**config.mk**
```make
export PLATFORM = sky130hd
export DESIGN_NAME = pe_row_feeder
export DESIGN_NICKNAME = d
export VERILOG_FILES = /design/src/rtl/pe_row_feeder_pkg.sv /design/src/rtl/pe_row_feeder_ctr.sv /design/src/rtl/pe_row_feeder.sv
export SDC_FILE = /design/constraint.sdc
export NUM_CORES = 1
export LEC_CHECK = 0
export ABC_AREA = 1
export CELL_PAD_IN_SITES_DETAIL_PLACEMENT = 1
export CELL_PAD_IN_SITES_GLOBAL_PLACEMENT = 1
export CORE_MARGIN = 3
export CORE_UTILIZATION = 34
export DETAILED_ROUTE_END_ITERATION = 7
export PLACE_DENSITY = 0.87
export SLEW_MARGIN = 30
export SYNTH_ARGS = -nofsm -noshare
export SYNTH_HDL_FRONTEND = slang
export SYNTH_SLANG_ARGS = --single-unit
```
**constraint.sdc**
```tcl
create_clock -name clk -period 2.7 [get_ports clk]
set_input_delay 0.675 -clock clk [delete_from_list [all_inputs] [get_ports clk]]
set_output_delay 0.675 -clock clk [all_outputs]
set_load 0.1 [all_outputs]
```
**src/rtl/pe_row_feeder_pkg.sv**
```systemverilog
// definition: shared conv-stage widths, PE row geometry and feeder FSM states
package definition;
  localparam int conv4_width = 8;
  localparam int pe_row_len = 4;
  localparam int pe_row_drain = 2;
  typedef enum logic [1:0] {ST_IDLE, ST_STREAM, ST_DRAIN, ST_HOLD} feeder_state_t;
  function automatic int ctr_w(input int max);
    return max > 0 ? $clog2(max + 1) : 1;
  endfunction
endpackage

```
**src/rtl/pe_row_feeder_ctr.sv**
```systemverilog
// pe_row_feeder_ctr: clearable up-counter that saturates at MAX
module pe_row_feeder_ctr
  import definition::*;
#(
  parameter int MAX = 3,
  localparam int CW = ctr_w(MAX)
) (
  input  logic          clk,
  input  logic          rst,
  input  logic          clr_i,
  input  logic          inc_i,
  output logic [CW-1:0] cnt_o
);
  logic [CW-1:0] cnt_q, cnt_d;
  always_comb cnt_d = clr_i ? '0 : (inc_i && cnt_q != CW'(MAX)) ? cnt_q + CW'(1) : cnt_q;
  always_ff @(posedge clk) begin
    if (rst) cnt_q <= '0;
    else cnt_q <= cnt_d;
  end
  assign cnt_o = cnt_q;
endmodule

```
**src/rtl/pe_row_feeder.sv**
```systemverilog
// pe_row_feeder: loads an activation/filter row pair, streams it into the PE row,
// waits out the row's drain latency and holds the resulting psum for a consumer
module pe_row_feeder
  import definition::*;
#(
  parameter int W = conv4_width,
  parameter int N = pe_row_len,
  parameter int DRAIN = pe_row_drain
) (
  input  logic           clk,
  input  logic           rst,
  input  logic           ld_valid,
  output logic           ld_ready,
  input  logic [N*W-1:0] ld_act,
  input  logic [N*W-1:0] ld_wgt,
  output logic [W-1:0]   o_r,
  output logic [W-1:0]   o_f,
  output logic           o_en,
  output logic           o_end_pe,
  input  logic [2*W-1:0] i_psum,
  output logic           res_valid,
  input  logic           res_ready,
  output logic [2*W-1:0] res_data
);
  localparam int EW = ctr_w(N - 1);
  localparam int DW = ctr_w(DRAIN - 1);
  feeder_state_t state_q, state_d;
  logic [N*W-1:0] act_q, wgt_q;
  logic [2*W-1:0] res_q;
  logic ld_ready_q;
  logic [EW-1:0] ecnt;
  logic [DW-1:0] dcnt;
  logic load, stream, drain, elast, dlast;
  assign load   = ld_valid && ld_ready_q;
  assign stream = state_q == ST_STREAM;
  assign drain  = state_q == ST_DRAIN;
  assign elast  = ecnt == EW'(N - 1);
  assign dlast  = dcnt == DW'(DRAIN - 1);
  pe_row_feeder_ctr #(.MAX(N - 1)) u_ectr (
    .clk(clk), .rst(rst), .clr_i(load), .inc_i(stream), .cnt_o(ecnt)
  );
  pe_row_feeder_ctr #(.MAX(DRAIN - 1)) u_dctr (
    .clk(clk), .rst(rst), .clr_i(stream && elast), .inc_i(drain), .cnt_o(dcnt)
  );
  always_comb begin
    state_d = state_q;
    case (state_q)
      ST_IDLE:   if (load) state_d = ST_STREAM;
      ST_STREAM: if (elast) state_d = ST_DRAIN;
      ST_DRAIN:  if (dlast) state_d = ST_HOLD;
      ST_HOLD:   if (res_ready) state_d = ST_IDLE;
      default:   state_d = ST_IDLE;
    endcase
  end
  // ld_ready is registered from the next state so it stays low through the reset cycle
  always_ff @(posedge clk) begin
    if (rst) begin
      state_q    <= ST_IDLE;
      ld_ready_q <= 1'b0;
      act_q      <= '0;
      wgt_q      <= '0;
      res_q      <= '0;
    end else begin
      state_q    <= state_d;
      ld_ready_q <= state_d == ST_IDLE;
      if (load) begin
        act_q <= ld_act;
        wgt_q <= ld_wgt;
      end
      if (drain && dlast) res_q <= i_psum;
    end
  end
  assign ld_ready  = ld_ready_q;
  assign o_en      = stream;
  assign o_end_pe  = stream && elast;
  assign o_r       = stream ? act_q[int'(ecnt)*W +: W] : '0;
  assign o_f       = stream ? wgt_q[int'(ecnt)*W +: W] : '0;
  assign res_valid = state_q == ST_HOLD;
  assign res_data  = res_q;
endmodule

```
Yosys cells after proc, flatten, opt, wreduce, memory -nomap -nowiden
Index checks and enable logic that the tools add are counted.
{"block": "word_totals", "in_bits": 84, "elab_cells": 33, "output_inout_bits": 36, "regBits": 86}
{"block": "op_classes", "n_shift": 2, "reduce_logical": 9, "eq_ne": 5, "mux": 7, "n_addsub": 2, "bitwise": 1}
{"cell": "$shiftx 32x6->8", "n": 2}
{"cell": "$mux 8", "n": 2}
{"cell": "$mux 2", "n": 4}
{"cell": "$pmux 2 s4", "n": 1}
{"cell": "$eq 2x2->1 const B", "n": 3}
{"cell": "$logic_and 1x1->1", "n": 5}
{"cell": "$logic_not 2->1", "n": 2}
{"cell": "$reduce_or 2->1", "n": 2}
{"cell": "$add 2x1->2 const B", "n": 1}
{"cell": "$eq 2x1->1 const B", "n": 1}
{"cell": "$ne 2x2->1 const B", "n": 1}
{"cell": "$add 1x1->1 const B", "n": 1}
{"cell": "$not 1->1", "n": 1}

Logic depth before layout (Yosys ltp)
{"block": "logic_depth", "word_depth": 4, "mapped_depth": 6, "depth_no_buf": 6}

By module
A second synthesis with hierarchy kept.
{"block": "unflattened", "cells_unflattened": 542, "area_unflattened_um2": 3696.0}
{"mod": "pe_row_feeder", "area_per_inst_um2": 3550.9, "cells_per_inst": 520, "n_inst": 1}
{"mod": "pe_row_feeder_ctr (u_ectr)", "area_per_inst_um2": 106.4, "cells_per_inst": 16, "n_inst": 1}
{"mod": "pe_row_feeder_ctr (u_dctr)", "area_per_inst_um2": 38.8, "cells_per_inst": 6, "n_inst": 1}

Worst setup path before layout
Ideal clock, no wire load.
{"block": "synth_path", "kind": "reg2out", "from": "register state_q[0]", "to": "output o_f[0]", "path_slack_ps": -810, "arrival_ps": 2835, "required_ps": 2025, "path_stages_with_launch": 6, "path_buffers": 1, "cell_sequence": "dfxtp_1 -> inv_2 -> nor2_4 -> inv_2 -> buf_6 -> a21oi_1"}
{"block": "synth_between", "elab_chain_len": 2}
{"element": "start, declared", "line": "pe_row_feeder.sv:27", "text": "feeder_state_t state_q, state_d;"}
{"element": "start signal, assigned", "line": "pe_row_feeder.sv:64", "text": "state_q <= state_d;"}
{"element": "$eq 2x1->1", "line": "pe_row_feeder.sv:35", "text": "assign stream = state_q == ST_STREAM;"}
{"element": "named net o_en", "line": "pe_row_feeder.sv:18", "text": "output logic o_en,"}
{"element": "$mux 8", "line": "pe_row_feeder.sv:77", "text": "assign o_f = stream ? wgt_q[int'(ecnt)*W +: W] : '0;"}
{"element": "end, declared", "line": "pe_row_feeder.sv:17", "text": "output logic [W-1:0] o_f,"}
The timed path passes the listed nets, and every way through them passes these cells.

Worst setup path in the final report
{"block": "layout_path", "from": "register u_ectr.cnt_q[0] (netlist: u_ectr.cnt_o[0])", "to": "output o_r[3]"}
{"block": "layout_between", "elab_chain_len": 2}
{"element": "start, declared", "line": "pe_row_feeder_ctr.sv:14", "text": "logic [CW-1:0] cnt_q, cnt_d;"}
{"element": "start signal, assigned", "line": "pe_row_feeder_ctr.sv:18", "text": "else cnt_q <= cnt_d;"}
{"element": "$shiftx 32x6->8", "line": "pe_row_feeder.sv:76", "text": "assign o_r = stream ? act_q[int'(ecnt)*W +: W] : '0;"}
{"element": "$mux 8", "line": "pe_row_feeder.sv:76"}
{"element": "end, declared", "line": "pe_row_feeder.sv:16", "text": "output logic [W-1:0] o_r,"}
No other way between the ends.

==> qor.txt <==
FLOORPLAN
----------------------------------------------------------------------------------
Area of the die                                                         12,100 um2
# IOs                                                                          120
Initial Utilization                                                          35.4%
Y dimension of the die                                                      110 um
Core box area                                                           10,400 um2
Chip width                                                                  110 um
Placement Rows                                                                  37

CRITICAL PATH
----------------------------------------------------------------------------------
Depth of the worst register-to-register path                                     7
Buffers & Inverters on Critical Path                                             2
Register-to-Register Setup Slack                                           1.18 ns
WP data required                                                           2.03 ns
Slowest cell on the critical path                                     sky130_fd_sc_hd__inv_1
Highest cell delay on the worst timing path                                0.42 ns
CP arrival                                                                 1.82 ns
Kind of end point of the critical path                                primary output
Path length in cells of the critical path                                        4
Family of cells with the greatest summed delay on the critical path   buffers and inverters
Type of the setup path with the least slack                                reg2out
CP cell instances                                                     inv_1 -> o21ai_0 -> a21oi_2 -> buf_12
Startpoint types                                                          register
Worst-path fanout max                                                           18

CLOCKING
----------------------------------------------------------------------------------
Total setup buffers inserted after CTS                                           0
Num Clock Sinks                                                                 86
CTS tree                                                                      done
Clock latency of the later-clocked register in the worst-skew pair         0.36 ns
Root buffer cell                                                      sky130_fd_sc_hd__clkbuf_8
Post-CTS Hold Buffers                                                            0
Number of buffers created by CTS                                                 9
Post_cts resized                                                                 0
Maximum clock insertion buffer count                                             2
CTS HTree Levels                                                                 3
Clock transition at path regs                                              0.08 ns

ROUTE
----------------------------------------------------------------------------------
DRC violation total after the first TritonRoute iteration                      180
Count of vias placed by the detailed router                                  3,806
Average detailed-routed wire length per instance                           14.7 um
DRT Wirelength                                                             11.4 mm
First-pass iteration count of the detailed router                                4
DRC violation count after routing                                                0
ANT nets after route                                                             0
Post-detailed-route via-to-cell ratio                                         4.91

STA
----------------------------------------------------------------------------------
Max-slew headroom at the worst pin                                           55.4%
Worst hold margin                                                         0.459 ns
Max Slew Vio Count                                                               0
Slew @ Worst Pin                                                          0.668 ns
Peak Freq                                                                  401 MHz
Final sum of negative setup slack                                             0 ns
Final count of negative-setup-slack endpoints                                    0
Final critical delay including setup and external delays                   2.50 ns
Final Hold Viols                                                                 0
Fin crit share                                                               92.5%
Unrepaired setup endpoints after global routing                                 no
Skew final                                                               0.0148 ns

SYNTH
----------------------------------------------------------------------------------
Yosys top cell area share                                                    46.7%
Fraction of synthesis flops using an asynchronous set or reset pin              0%
Syn nets                                                                       619
Largest cells by area after synthesis                                 sky130_fd_sc_hd__dfxtp_1, sky130_fd_sc_hd__nor2_1, sky130_fd_sc_hd__o21ai_0
Synth top cells by count                                              sky130_fd_sc_hd__nor2_1, sky130_fd_sc_hd__dfxtp_1, sky130_fd_sc_hd__o21ai_0
Yosys warnings                                                                   0
Register bit total from synthesis                                               86
Share of the yosys chip area belonging to registers                          46.7%
Post-synth top area cell                                              sky130_fd_sc_hd__dfxtp_1
Main synth FF type                                                    sky130_fd_sc_hd__dfxtp_1
Number of flops mapped to enable cells by yosys                                  0
Most used standard cell by instance count after synthesis             sky130_fd_sc_hd__nor2_1
Average size of a mapped cell                                             6.91 um2
Summed instance area of the synthesized netlist                           3690 um2
Number of library cell types mapped by synthesis                                18
Synthesized instance count                                                     534

MIN PATH
----------------------------------------------------------------------------------
Worst hold path class                                                      reg2reg
Worst hold path stage count                                                      2

PLACEMENT
----------------------------------------------------------------------------------
Placer's final routability congestion estimate                               0.836
Area after DPL                                                            5120 um2
HPWL after detailed placement                                              8.39 mm
Number of I/O port buffers                                                     119
Cell Count Post-Placement                                                      760

GRT
----------------------------------------------------------------------------------
Antenna violations before repair                                                 0
Leftover overflow at the end of global routing                                   0
Tot GR Track Use                                                             19.2%
Largest net degree at the start of global routing                               67
Via count of the first global-routing pass                                   3,880
Wire length of the first global-routing pass                               18.3 mm

FINISH
----------------------------------------------------------------------------------
NumNets Final                                                                  720
Synth-to-layout area growth                                                  44.4%
Layout Cell Area excl Fill                                                5330 um2
Finished Layout Cells                                                          775
N_diodes                                                                         0
Share of layout cells above drive strength 1                                 13.3%

FLOW RUN
----------------------------------------------------------------------------------
Max-cap violations                                                               0

PWR
----------------------------------------------------------------------------------
Total power density per cell area                                       729 nW/um2
Worst ir drop on vdd                                                      0.372 mV
Leakage power total                                                        2.01 nW
Overall Power                                                              3.88 mW

OUTCOME
----------------------------------------------------------------------------------
Run status                                                            complete, no violations

## layout make-up
type / count / area, um2
timing repair buffer: 127 / 1390
clock buffer: 9 / 124
multi-input combinational: 381 / 1720
sequential: 86 / 1720
inverter: 30 / 113
fill: 1303 / 5090
clock inverter: 6 / 87.6
tap: 136 / 170
## stage by stage
stage,utilization (%),setup WS [ns]
2_1_floorplan,-,-0.257
3_5_place_dp,49.1,0.587
6_report,51.1,0.203
3_3_place_gp,49.1,0.633
4_1_cts,51.1,0.191
5_1_grt,51.1,0.0565
## layout by cell type, fill, tap and decap left out
| master | instances |
|---|---|
| sky130_fd_sc_hd__nand2_1 | 54 |
| sky130_fd_sc_hd__inv_1 | 25 |
| sky130_fd_sc_hd__dfxtp_1 | 85 |
| sky130_fd_sc_hd__clkinv_2 | 1 |
| sky130_fd_sc_hd__nand4_1 | 1 |
| sky130_fd_sc_hd__o21ai_1 | 10 |
| sky130_fd_sc_hd__a21oi_2 | 16 |
| sky130_fd_sc_hd__clkinvlp_4 | 3 |
| sky130_fd_sc_hd__o21ai_0 | 74 |
| sky130_fd_sc_hd__nor2_1 | 168 |
| sky130_fd_sc_hd__nand3_1 | 20 |
| sky130_fd_sc_hd__nand3_4 | 1 |
| sky130_fd_sc_hd__clkbuf_8 | 9 |
| sky130_fd_sc_hd__clkdlybuf4s50_1 | 83 |
| sky130_fd_sc_hd__buf_4 | 26 |
| sky130_fd_sc_hd__nand2_2 | 1 |
| sky130_fd_sc_hd__buf_12 | 18 |
| sky130_fd_sc_hd__inv_2 | 5 |
| sky130_fd_sc_hd__nor2_4 | 2 |
| sky130_fd_sc_hd__a21oi_1 | 33 |
| sky130_fd_sc_hd__dfxtp_2 | 1 |
| sky130_fd_sc_hd__ha_1 | 1 |
| sky130_fd_sc_hd__bufinv_16 | 2 |
## metal layers
metal	wire [um]	track usage [%]	up-vias
met5	0	0	-
met4	213	7.21	0
met3	584	3.73	18
met2	5610	33.6	92
met1	4970	23.2	1792
li1	-	-	1904
## registers in the layout, indices dropped and copies added (netlist names)
name,cells
act_q,32
res_data,16
u_ectr.cnt_o,2
u_dctr.cnt_o,1
state_q,2
ld_ready,1
wgt_q,32
## worst min-delay path, delay by kind of cell, from the launching register on
kind            cells  cell delay (ns)
flops               1             0.30
compound gates      1             0.06
buf+inv             1             0.06
## cells by family (layout without fill, tap and decap cells)
logic type | count (synthesis) | in the layout | share of synthesized area, %
flip-flops | 86 | 86 | 46.7
buffers and inverters | 67 | 172 | 8.21
adder cells (fa/ha/maj) | 1 | 1 | 0.339
AO/OA/AOI/OAI | 133 | 133 | 18.1
AND/OR/NAND/NOR | 247 | 247 | 26.7
## final timing paths
kind                                                    from                endpoint
worst max-delay path            u_ectr.cnt_o[0]$_SDFFE_PP0P_                  o_r[3]
worst min-delay path                  act_q[11]$_SDFFE_PP0P_  act_q[11]$_SDFFE_PP0P_
worst max register to register  u_ectr.cnt_o[0]$_SDFFE_PP0P_   state_q[0]$_SDFF_PP0_
worst min register to register        act_q[11]$_SDFFE_PP0P_  act_q[11]$_SDFFE_PP0P_
## where the power goes
part	switching [mW]	internal, mW
clock network	0.461	0.514
logic	0.905	0.484
registers	0.0937	1.43
total	1.46	2.42
No activity file was read; power rests on OpenSTA's default activity.
